File: src/rtl/cirno9_axil_mst_pkg.sv
// Shared types for the cirno9 LSU-to-AXI4-Lite master bridge: response codes,
// FSM state encoding and the response-error helper.
package cirno9_axil_mst_pkg;

  typedef enum logic [1:0] {
    CIRNO9_AXIL_RESP_OKAY   = 2'b00,
    CIRNO9_AXIL_RESP_EXOKAY = 2'b01,
    CIRNO9_AXIL_RESP_SLVERR = 2'b10,
    CIRNO9_AXIL_RESP_DECERR = 2'b11
  } axil_resp_e;

  typedef enum logic [2:0] {
    ST_IDLE = 3'd0,
    ST_WADR = 3'd1,
    ST_WRSP = 3'd2,
    ST_RADR = 3'd3,
    ST_RRSP = 3'd4,
    ST_DONE = 3'd5
  } axil_state_e;

  function automatic logic resp_is_err(input logic [1:0] resp);
    return resp != CIRNO9_AXIL_RESP_OKAY;
  endfunction

endpackage

File: src/rtl/cirno9_axil_mst.sv
// LSU request port to AXI4-Lite single-beat master, one transaction outstanding.
// CIRNO9_AXIL_POSTWR_EN: posted writes with a sticky B-channel error flag.
module cirno9_axil_mst
  import cirno9_axil_mst_pkg::*;
#(
  parameter logic [2:0] AXIL_PROT = 3'b000
) (
  input  logic        clk,
  input  logic        rst,
  input  logic        hs_ls4axim_val,
  output logic        hs_axim4ls_rdy,
  input  logic [31:0] i_axim_adr,
  input  logic [31:0] i_axim_wdat,
  input  logic [3:0]  i_axim_wen,
  input  logic        i_axim_ren,
  output logic [31:0] o_axim_rdat,
  output logic        o_axim_err,
  output logic        o_bus_err_sticky,
  output logic        m_awvalid,
  input  logic        m_awready,
  output logic [31:0] m_awaddr,
  output logic [2:0]  m_awprot,
  output logic        m_wvalid,
  input  logic        m_wready,
  output logic [31:0] m_wdata,
  output logic [3:0]  m_wstrb,
  input  logic        m_bvalid,
  output logic        m_bready,
  input  logic [1:0]  m_bresp,
  output logic        m_arvalid,
  input  logic        m_arready,
  output logic [31:0] m_araddr,
  output logic [2:0]  m_arprot,
  input  logic        m_rvalid,
  output logic        m_rready,
  input  logic [31:0] m_rdata,
  input  logic [1:0]  m_rresp
);

  axil_state_e r_state;
  logic [31:0] r_adr, r_wdata, r_rdat;
  logic [3:0]  r_wstrb;
  logic        r_awvalid, r_wvalid, r_bready, r_arvalid, r_rready;
  logic        r_rdy, r_err;
  logic [31:0] w_adr_al;
  logic        w_aw_done, w_w_done, w_accept;

  assign w_adr_al  = i_axim_adr & 32'hFFFF_FFFC;
  assign w_aw_done = ~r_awvalid | m_awready;
  assign w_w_done  = ~r_wvalid | m_wready;

`ifdef CIRNO9_AXIL_POSTWR_EN
  logic r_pend_b, r_sticky;
  logic w_b_hs;
  assign w_b_hs   = m_bvalid & r_bready;
  // A B handshake in the accept cycle already counts as drained.
  assign w_accept = hs_ls4axim_val & (~r_pend_b | w_b_hs);
  assign o_bus_err_sticky = r_sticky;
`else
  assign w_accept = hs_ls4axim_val;
  assign o_bus_err_sticky = 1'b0;
`endif

  always_ff @(posedge clk) begin
    if (rst) begin
      r_state   <= ST_IDLE;
      r_adr     <= '0;
      r_wdata   <= '0;
      r_wstrb   <= '0;
      r_rdat    <= '0;
      r_err     <= 1'b0;
      r_rdy     <= 1'b0;
      r_awvalid <= 1'b0;
      r_wvalid  <= 1'b0;
      r_bready  <= 1'b0;
      r_arvalid <= 1'b0;
      r_rready  <= 1'b0;
`ifdef CIRNO9_AXIL_POSTWR_EN
      r_pend_b  <= 1'b0;
      r_sticky  <= 1'b0;
`endif
    end else begin
      r_rdy <= 1'b0;
      case (r_state)
        ST_IDLE: begin
          if (w_accept) begin
            if (i_axim_wen != '0) begin
              r_adr     <= w_adr_al;
              r_wdata   <= i_axim_wdat;
              r_wstrb   <= i_axim_wen;
              r_awvalid <= 1'b1;
              r_wvalid  <= 1'b1;
              r_state   <= ST_WADR;
            end else if (i_axim_ren) begin
              r_adr     <= w_adr_al;
              r_arvalid <= 1'b1;
              r_state   <= ST_RADR;
            end else begin
              r_rdat  <= '0;
              r_err   <= 1'b0;
              r_rdy   <= 1'b1;
              r_state <= ST_DONE;
            end
          end
        end
        ST_WADR: begin
          if (m_awready) r_awvalid <= 1'b0;
          if (m_wready)  r_wvalid  <= 1'b0;
          if (w_aw_done && w_w_done) begin
`ifdef CIRNO9_AXIL_POSTWR_EN
            r_err    <= 1'b0;
            r_rdy    <= 1'b1;
            r_pend_b <= 1'b1;
            r_bready <= 1'b1;
            r_state  <= ST_DONE;
`else
            r_bready <= 1'b1;
            r_state  <= ST_WRSP;
`endif
          end
        end
        ST_WRSP: begin
          if (m_bvalid) begin
            r_bready <= 1'b0;
            r_err    <= resp_is_err(m_bresp);
            r_rdy    <= 1'b1;
            r_state  <= ST_DONE;
          end
        end
        ST_RADR: begin
          if (m_arready) begin
            r_arvalid <= 1'b0;
            r_rready  <= 1'b1;
            r_state   <= ST_RRSP;
          end
        end
        ST_RRSP: begin
          if (m_rvalid) begin
            r_rready <= 1'b0;
            r_rdat   <= m_rdata;
            r_err    <= resp_is_err(m_rresp);
            r_rdy    <= 1'b1;
            r_state  <= ST_DONE;
          end
        end
        ST_DONE: r_state <= ST_IDLE;
        default: r_state <= ST_IDLE;
      endcase
`ifdef CIRNO9_AXIL_POSTWR_EN
      if (r_pend_b && m_bvalid) begin
        r_pend_b <= 1'b0;
        r_bready <= 1'b0;
        if (resp_is_err(m_bresp)) r_sticky <= 1'b1;
      end
`endif
    end
  end

  assign hs_axim4ls_rdy = r_rdy;
  assign o_axim_rdat    = r_rdat;
  assign o_axim_err     = r_err;
  assign m_awvalid      = r_awvalid;
  assign m_awaddr       = r_adr;
  assign m_awprot       = AXIL_PROT;
  assign m_wvalid       = r_wvalid;
  assign m_wdata        = r_wdata;
  assign m_wstrb        = r_wstrb;
  assign m_bready       = r_bready;
  assign m_arvalid      = r_arvalid;
  assign m_araddr       = r_adr;
  assign m_arprot       = AXIL_PROT;
  assign m_rready       = r_rready;

endmodule

File: config.mk
export PLATFORM = sky130hd
export DESIGN_NAME = cirno9_axil_mst
export DESIGN_NICKNAME = d
export VERILOG_FILES = /design/src/rtl/cirno9_axil_mst_pkg.sv /design/src/rtl/cirno9_axil_mst.sv
export SDC_FILE = /design/constraint.sdc
export NUM_CORES = 1
export LEC_CHECK = 0
export CORE_MARGIN = 2
export CORE_UTILIZATION = 38
export DETAILED_ROUTE_END_ITERATION = 8
export HOLD_SLACK_MARGIN = 0.06
export PLACE_DENSITY = 0.86
export SYNTH_ARGS = -nofsm -noshare
export SYNTH_HDL_FRONTEND = slang
export SYNTH_SLANG_ARGS = --single-unit
File: constraint.sdc
create_clock -name clk -period 2.3 [get_ports clk]
set_input_delay 0.46 -clock clk [delete_from_list [all_inputs] [get_ports clk]]
set_output_delay 0.46 -clock clk [all_outputs]
set_load 0.01 [all_outputs]
Yosys cells after proc, flatten, opt, wreduce, memory -nomap -nowiden
Cells that the tools add are included.

word-level totals
  output and inout bits = 146
  input port bits = 113
  register bits = 110
  word-level logic and storage cells = 97

operators by class
  equality and inequality tests = 15
  bitwise logic cells = 4
  reduce and logical (&&, ||, !) cells = 22
  mux-type cells = 44

operator list
  cell                count
  $mux 32             6
  $pmux 32 s2         1
  $mux 1              22
  $ne 2x2->1 const B  11
  $mux 3              7
  $reduce_bool 2->1   8
  $pmux 3 s5          1
  $reduce_and 5->1    3
  $reduce_and 3->1    4
  $pmux 1 s2          5
  $reduce_and 4->1    2
  $eq 3x2->1 const B  2
  $pmux 1 s3          2
  $reduce_and 6->1    1
  $reduce_bool 4->1   1
  $eq 3x1->1 const B  1
  $eq 3x3->1 const B  1
  $logic_not 3->1     1
  $reduce_bool 3->1   1
  $not 1->1           2
  $or 1x1->1          2
  $logic_and 1x1->1   1

Longest topological paths before layout
Gate-level depths: netlist of run 1.

  depth after elaboration = 5
  gate-level depth with buffers = 7

Least setup slack after synthesis of run 1
Ideal clock, no wire load.

  path type = input-to-reg
  start point = in i_axim_wen[0]
  end point = reg r_rdat[21], in the netlist o_axim_rdat[21]
  library setup time = 132 ps
  buffers on the path = 2
  data required time = 2168 ps
  arrival = 1686 ps
  cell stages on the path = 6
  setup slack = 482 ps
  cells stage by stage = or4_4 -> o31a_1 -> buf_6 -> buf_6 -> nand2_1 -> a21oi_1

between the ends
  word-level cells in the longest chain between the ends = 3

ends and longest elaborated chain
  element                     RTL line                source
  start: declaration          cirno9_axil_mst.sv:14   input logic [3:0] i_axim_wen,
  $reduce_bool 4->1           cirno9_axil_mst.sv:87   if (i_axim_wen != '0) begin
  $ne 2x2->1 (no line)        --
  $reduce_and 5->1 (no line)  --
  end signal: assignment      cirno9_axil_mst.sv:140  r_rdat <= m_rdata;
  end: declaration            cirno9_axil_mst.sv:41   logic [31:0] r_adr, r_wdata, r_rdat;

Every way passes these cells.
A chain may end at the register's enable or synchronous reset.

Final worst setup path of run 1
  start point = in i_axim_wen[0]
  end point = reg r_rdy, in the netlist hs_axim4ls_rdy

between the ends
  word-level cells in the longest chain between the ends = 4

ends and longest elaborated chain
  element                 RTL line                source
  $reduce_bool 4->1       cirno9_axil_mst.sv:87
  $mux 1                  cirno9_axil_mst.sv:87
  $mux 1                  cirno9_axil_mst.sv:86   if (w_accept) begin
  $pmux 1 s3              cirno9_axil_mst.sv:84   case (r_state)
  end signal: assignment  cirno9_axil_mst.sv:72   r_rdy <= 1'b0;
  end signal: assignment  cirno9_axil_mst.sv:83   r_rdy <= 1'b0;
  end signal: assignment  cirno9_axil_mst.sv:101  r_rdy <= 1'b1;
  end: declaration        cirno9_axil_mst.sv:44   logic r_rdy, r_err;

Every way passes these cells.

==> metrics.yaml, run 1 <==
run_status:
  status: "finished, final reports clean"
worst_setup_path:
  cp_cell_sequence: "clkdlybuf4s50_1, or4_4, buf_4, nor2_1, a22oi_1, a2111oi_2"
  cp-end-kind: "flip-flop"
  cp.required_ps: 2520
  critPathMaxStageDelay_ps: 550
  path_max_fanout: 4
  arrival_ps: 2200
  crit_path_start_kind: "primary input"
  rrSetupSlack_ps: 480
  cpMaxStageDelayCell: "or4_4"
  critPathKind: "primary input to flip-flop"
clock_network:
  cts_tree: "yes"
  post_cts_resized: 0
  cts.path.max_buffers: 2
  cts.sinks: 108
  hold_buffers: 0
  h-tree-depth: 3
  post_cts_buffers: 0
  clk_latency_ps: 330
  clockRootBuffer: "clkbuf_16"
  path_clk_slew_ps: 70
  numCtsBuffers: 9
die:
  dieArea_um2: 12400
  start_util_pct: 38.6
  die_w_um: 111
  rows: 39
  pin_count: 259
  design.core.area_um2: 11300
  die_h_um: 111
routing:
  finalWirelength_um: 13300
  ant_nets: 0
  dr.pass1.iters: 4
  dr_total_vias: 4418
  wire_per_inst_um: 15.0
  drc: 0
  drt-vias-per-instance: 4.99
  drt_iter0_drc: 255
layout:
  postLayoutCellArea_um2: 7060
  post-route-util_pct: 62.3
  diodes: 0
  drive_above_1_share_pct: 5.38
  fill_cells: 976
  area_growth_pct: 61.5
  fin_cells: 886
  layout.nets: 851
logic_synthesis:
  synth_cell_types: 39
  synth_top_cell_by_area: "dfxtp_1"
  synthCells: 534
  synth_edf_count: 0
  synth_top_cell_area_share_pct: 49.5
  synth_warnings: 0
  synth_top_family_by_area: "compound AO/OA/AOI/OAI gates"
  synth_xor_area_share_pct: 0
  synthAdderAreaFrac_pct: 0
  muxShareOfSynthArea_pct: 0.458
  yosys-top-cells-area: "dfxtp_1, nand2_1, a21oi_1"
  avgSynthCellArea_um2: 8.18
  synth_compound_area_share_pct: 21.0
  synthFlopType: "dfxtp_1"
  async_flop_share_pct: 0
  ys_top_cells_by_count: "nand2_1, dfxtp_1, a21oi_1, buf_4, a22oi_1"
  syn-cell-area_um2: 4370
  yosysSeqAreaShare_pct: 49.5
  yosysMostFrequentCell: "nand2_1"
  ys_seq_elements: 108
  yosys.area_share.simple_pct: 17.4
sta:
  fin_skew_ps: 5.87
  tightest_slew_ps: 621
  finalHoldViolCount: 0
  period_minus_slack_ps: 1980
  fin_crit_sh_pct: 86.0
  finalSetupViolCount: 0
  layout_setup_ws_ps: 321
  slew_headroom_pct: 58.5
  timing.fmax_mhz: 505
  maxSlewViolCount: 0
  rsz0062_at_grt: "false"
flow_run:
  cap_violations: 0
global_routing:
  grt_pass1_wl_um: 20800
  first_global_vias: 4338
  track_usage_pct: 20.6
  grt_max_degree: 46
  antenna_found_initial: 0
  grt-ovfl-total: 0
placement:
  place_ws_ps: -39.5
  place_hpwl_um: 9930
  placed_cells: 870
  gp_congestion: 0.838
  placed_area_um2: 6740
  io_buffers: 245
power_and_ir_drop:
  p_leak_nw: 2.53
  powerDensity_nw_per_um2: 717
  ir_drop_v: 0.000457
worst_hold_path:
  hold_class: "flip-flop to flip-flop"
-- cells in the final DEF, fill, tap and decap left out, types with 3 or more instances in the layout --
cell             Yosys  final
nor2_1              10      9
dfxtp_1            108    108
a22oi_1             33     33
buf_4               41     15
inv_1                4      4
conb_1               1     11
a21oi_1             95     95
clkbuf_16            0      9
a31oi_1              3      3
buf_12               0      4
clkbuf_8             0      3
a22o_1               3      3
o21ai_0              4      4
nand2_1            162    162
clkdlybuf4s50_1      0    244
-- state kept, by name, indices dropped and copies added, names as in the netlist --
register,count
m_wdata,32
o_axim_rdat,32
m_araddr,30
m_wstrb,4
r_state,3
hs_axim4ls_rdy,1
m_arvalid,1
m_awvalid,1
m_bready,1
m_rready,1
m_wvalid,1
o_axim_err,1
-- kinds of logic after synthesis --
logic type	after synthesis
other cells	1
flops	108
compound gates	153
simple gates	186
mux	2
buf+inv	84
-- metrics by stage --
stage	power, W	TNS (ps)	hold WS (ps)
detailed placement	0.00352	-618	447
CTS	0.00512	0	457
floorplan	0.00283	0	481
finish	0.00506	0	454
global placement	0.00348	0	444
global route	0.00530	0	473
-- worst paths after layout --
check | start | to | cells after the start
setup / recovery | i_axim_wen[0] | hs_axim4ls_rdy | 6
hold reg to reg | m_wdata[15] | m_wdata[15] | 2
hold / removal | m_wdata[15] | m_wdata[15] | 2
setup reg to reg | r_state[1] | o_axim_rdat[10] | 5
-- routing by layer --
metal / vias to the layer above / wire (µm) / track usage [%]
met4: 0 / 261 / 7.24
met1: 2068 / 5200 / 22.5
li1: 2151 / - / -
met5: - / 0 / 0
met2: 180 / 7000 / 38.7
met3: 19 / 861 / 4.70
-- area by class of cell --
class | count | area, µm² | share of cell area (%)
clock inverter | 3 | 43.8 | 0.621
tap | 143 | 179 | 2.54
clock buffer | 13 | 270 | 3.83
timing repair buffer | 263 | 2640 | 37.3
sequential | 108 | 2160 | 30.6
inverter | 4 | 15.0 | 0.213
multi-input combinational | 352 | 1750 | 24.8
-- critical path: cells and delay by family --
kind | cells | cell delay, ps
compound gates | 2 | 470
simple gates | 2 | 690
buf+inv | 2 | 590
-- power by group --
group	leakage, nW	switching, W	internal [W]	total, W
Clock	0.156	0.000649	0.000935	0.00158
Combinational	1.50	0.000609	0.000714	0.00132
Sequential	0.881	0.000128	0.00203	0.00216
Total	2.53	0.00139	0.00368	0.00506
No activity file was read; power rests on OpenSTA's default activity.
==> inputs of run 2 (changes only) <==
Settings changed: CORE_UTILIZATION 38 to 39, CTS_BUF_LIST from default to sky130_fd_sc_hd__clkbuf_4, PLACE_DENSITY 0.86 to 0.88.
==> run 2 against run 1 <==
Compared with the run above: count of clock-buffer cells in the layout decreased by 4; sequential share of layout area increased by 0.63 points; hold slack improved by 13 ps; combinational power hardly changed; setup slack improved by 61 ps; first-iteration DRC count grew 16%; critical path depth down 5; clock skew up 19 ps; utilization rose by 1.2 points; largest cell class unchanged; largest power group unchanged.
==> metrics.yaml, run 2 (synthesis gave the netlist of run 1 again) <==
worst_setup_path:
  critPathKind: "flip-flop to output pin"  # was primary input to flip-flop
  critPathTopFamily: "buffers and inverters"  # was simple AND/OR/NAND/NOR gates
  worst-path-buf-inv: 1  # was 2
  cpMaxStageDelayCell: "clkdlybuf4s50_1"  # was or4_4
  path_max_fanout: 3  # was 4
  cp-end-kind: "output pin"  # was flip-flop
  cp_cell_sequence: "clkdlybuf4s50_1"  # was clkdlybuf4s50_1, or4_4, buf_4, nor2_1, a22oi_1, a2111oi_2
  arrival_ps: 1460  # was 2200 ps
  crit_path_start_kind: "flip-flop"  # was primary input
  cp.required_ps: 1840  # was 2520 ps
  critPathMaxStageDelay_ps: 560  # was 550 ps
layout:
  regArea_um2: 2160  # unchanged
  drive_above_1_share_pct: 5.65  # was 5.38%
  area_growth_pct: 58.2  # was 61.5%
  multi_input_area_um2: 1750  # unchanged
  fill_cells: 907  # was 976
  postLayoutCellArea_um2: 6910  # was 7060 µm²
  diodes: 0  # unchanged
  layout.nets: 852  # was 851
  mostFrequentLayoutCell: "clkdlybuf4s50_1"  # unchanged
  layout_common_cells: "clkdlybuf4s50_1, nand2_1, dfxtp_1"  # unchanged
routing:
  dr.pass1.iters: 5  # was 4
  ant_nets: 0  # unchanged
  drt_iter0_drc: 296  # was 255
  drt-vias-per-instance: 4.99  # about the same
  finalWirelength_um: 13200  # was 13300 µm
  dr_total_vias: 4409  # was 4418
  drc: 0  # unchanged
  wire_per_inst_um: 14.9  # was 15.0 µm
global_routing:
  first_global_vias: 4195  # was 4338
  grt-ovfl-total: 0  # unchanged
  grt_max_degree: 69  # was 46
  grt_pass1_wl_um: 19900  # was 20800 µm
  antenna_found_initial: 0  # unchanged
  track_usage_pct: 21.2  # was 20.6%
placement:
  place_ws_ps: -71.8  # was -39.5 ps
  placed_area_um2: 6760  # was 6740 µm²
  place_hpwl_um: 9980  # was 9930 µm
  io_buffers: 245  # unchanged
  gp_congestion: 0.803  # was 0.838
clock_network:
  cts.path.max_buffers: 2  # unchanged
  numCtsBuffers: 9  # unchanged
  clk_latency_ps: 460  # was 330 ps
  post_cts_resized: 0  # unchanged
  clockRootBuffer: "clkbuf_4"  # was clkbuf_16
  hold_buffers: 0  # unchanged
  cts_tree: "yes"  # unchanged
  cts.sinks: 108  # unchanged
  h-tree-depth: 3  # unchanged
  post_cts_buffers: 0  # unchanged
  path_clk_slew_ps: 180  # was 70 ps
sta:
  timing.hold.ws_ps: 467  # was 454 ps
  fin_skew_ps: 24.6  # was 5.87 ps
  fin_tns_setup_ps: 0  # unchanged
  tightest_slew_ps: 670  # was 621 ps
  period_minus_slack_ps: 1920  # was 1980 ps
  rsz0062_at_grt: "false"  # unchanged
  layout_setup_ws_ps: 382  # was 321 ps
  fin_crit_sh_pct: 83.4  # was 86.0%
  slew_headroom_pct: 55.3  # was 58.5%
  finalHoldViolCount: 0  # unchanged
  maxSlewViolCount: 0  # unchanged
  timing.fmax_mhz: 521  # was 505 MHz
  finalSetupViolCount: 0  # unchanged
run_status:
  status: "finished, final reports clean"  # unchanged
die:
  die_w_um: 110  # was 111 µm
  die_h_um: 110  # was 111 µm
  dieArea_um2: 12100  # was 12400 µm²
  rows: 38  # was 39
  design.core.area_um2: 10900  # was 11300 µm²
  start_util_pct: 40.1  # was 38.6%
  pin_count: 259  # unchanged
power_and_ir_drop:
  p_leak_nw: 2.47  # was 2.53 nW
  powerDensity_nw_per_um2: 655  # was 717 nW/µm²
  ir_drop_v: 0.000422  # was 0.000457 V
worst_hold_path:
  hold_class: "flip-flop to flip-flop"  # unchanged
flow_run:
  cap_violations: 0  # unchanged
[run 2: cell types whose count changed in the layout (fill, tap and decap cells not counted), sizes merged]
cell,previous run,this run
inv,4,9
clkinv,2,1
buf,19,20
clkbuf,13,9
[run 2: area by class of cell]
type	instances	area share [%]
clock buffers	9	0.977
clock inverters	7	1.27
inverters	4	0.217
multi-input cells	352	25.3
flip-flops and latches	108	31.3
well taps	140	2.53
repair buffers	264	38.4
[run 2: worst paths after layout]
check | end | slack, ps | cells after the start | start
hold / removal | m_wdata[31] | 470 | 2 | m_wdata[31]
setup / recovery | m_araddr[5] | 380 | 1 | m_araddr[5]
setup reg to reg | o_axim_rdat[16] | 440 | 5 | r_state[0]
hold reg to reg | m_wdata[31] | 470 | 2 | m_wdata[31]
[run 2: per-layer routing]
layer  track usage, %  vias up  part of all wire [%]
met5                0        -                     0
met4             6.60        0                   1.5
met3             8.48       18                    10
met2             38.2      193                    51
met1             22.5     2044                    37
li1                 -     2154                     -
[run 2: metrics by stage]
stage,power (W),std cells,util (%)
after detailed placement,0.00354,868,62.1
after global placement,0.00349,868,62.1
final,0.00453,884,63.5
after CTS,0.00458,884,63.5
after floorplan,0.00283,544,-
after global routing,0.00477,884,63.5
[run 2: report_power, final]
group | internal, W | switching, W
Clock | 0.000361 | 0.000678
Sequential | 0.00203 | 0.000114
Combinational | 0.000726 | 0.000623
Total | 0.00312 | 0.00141
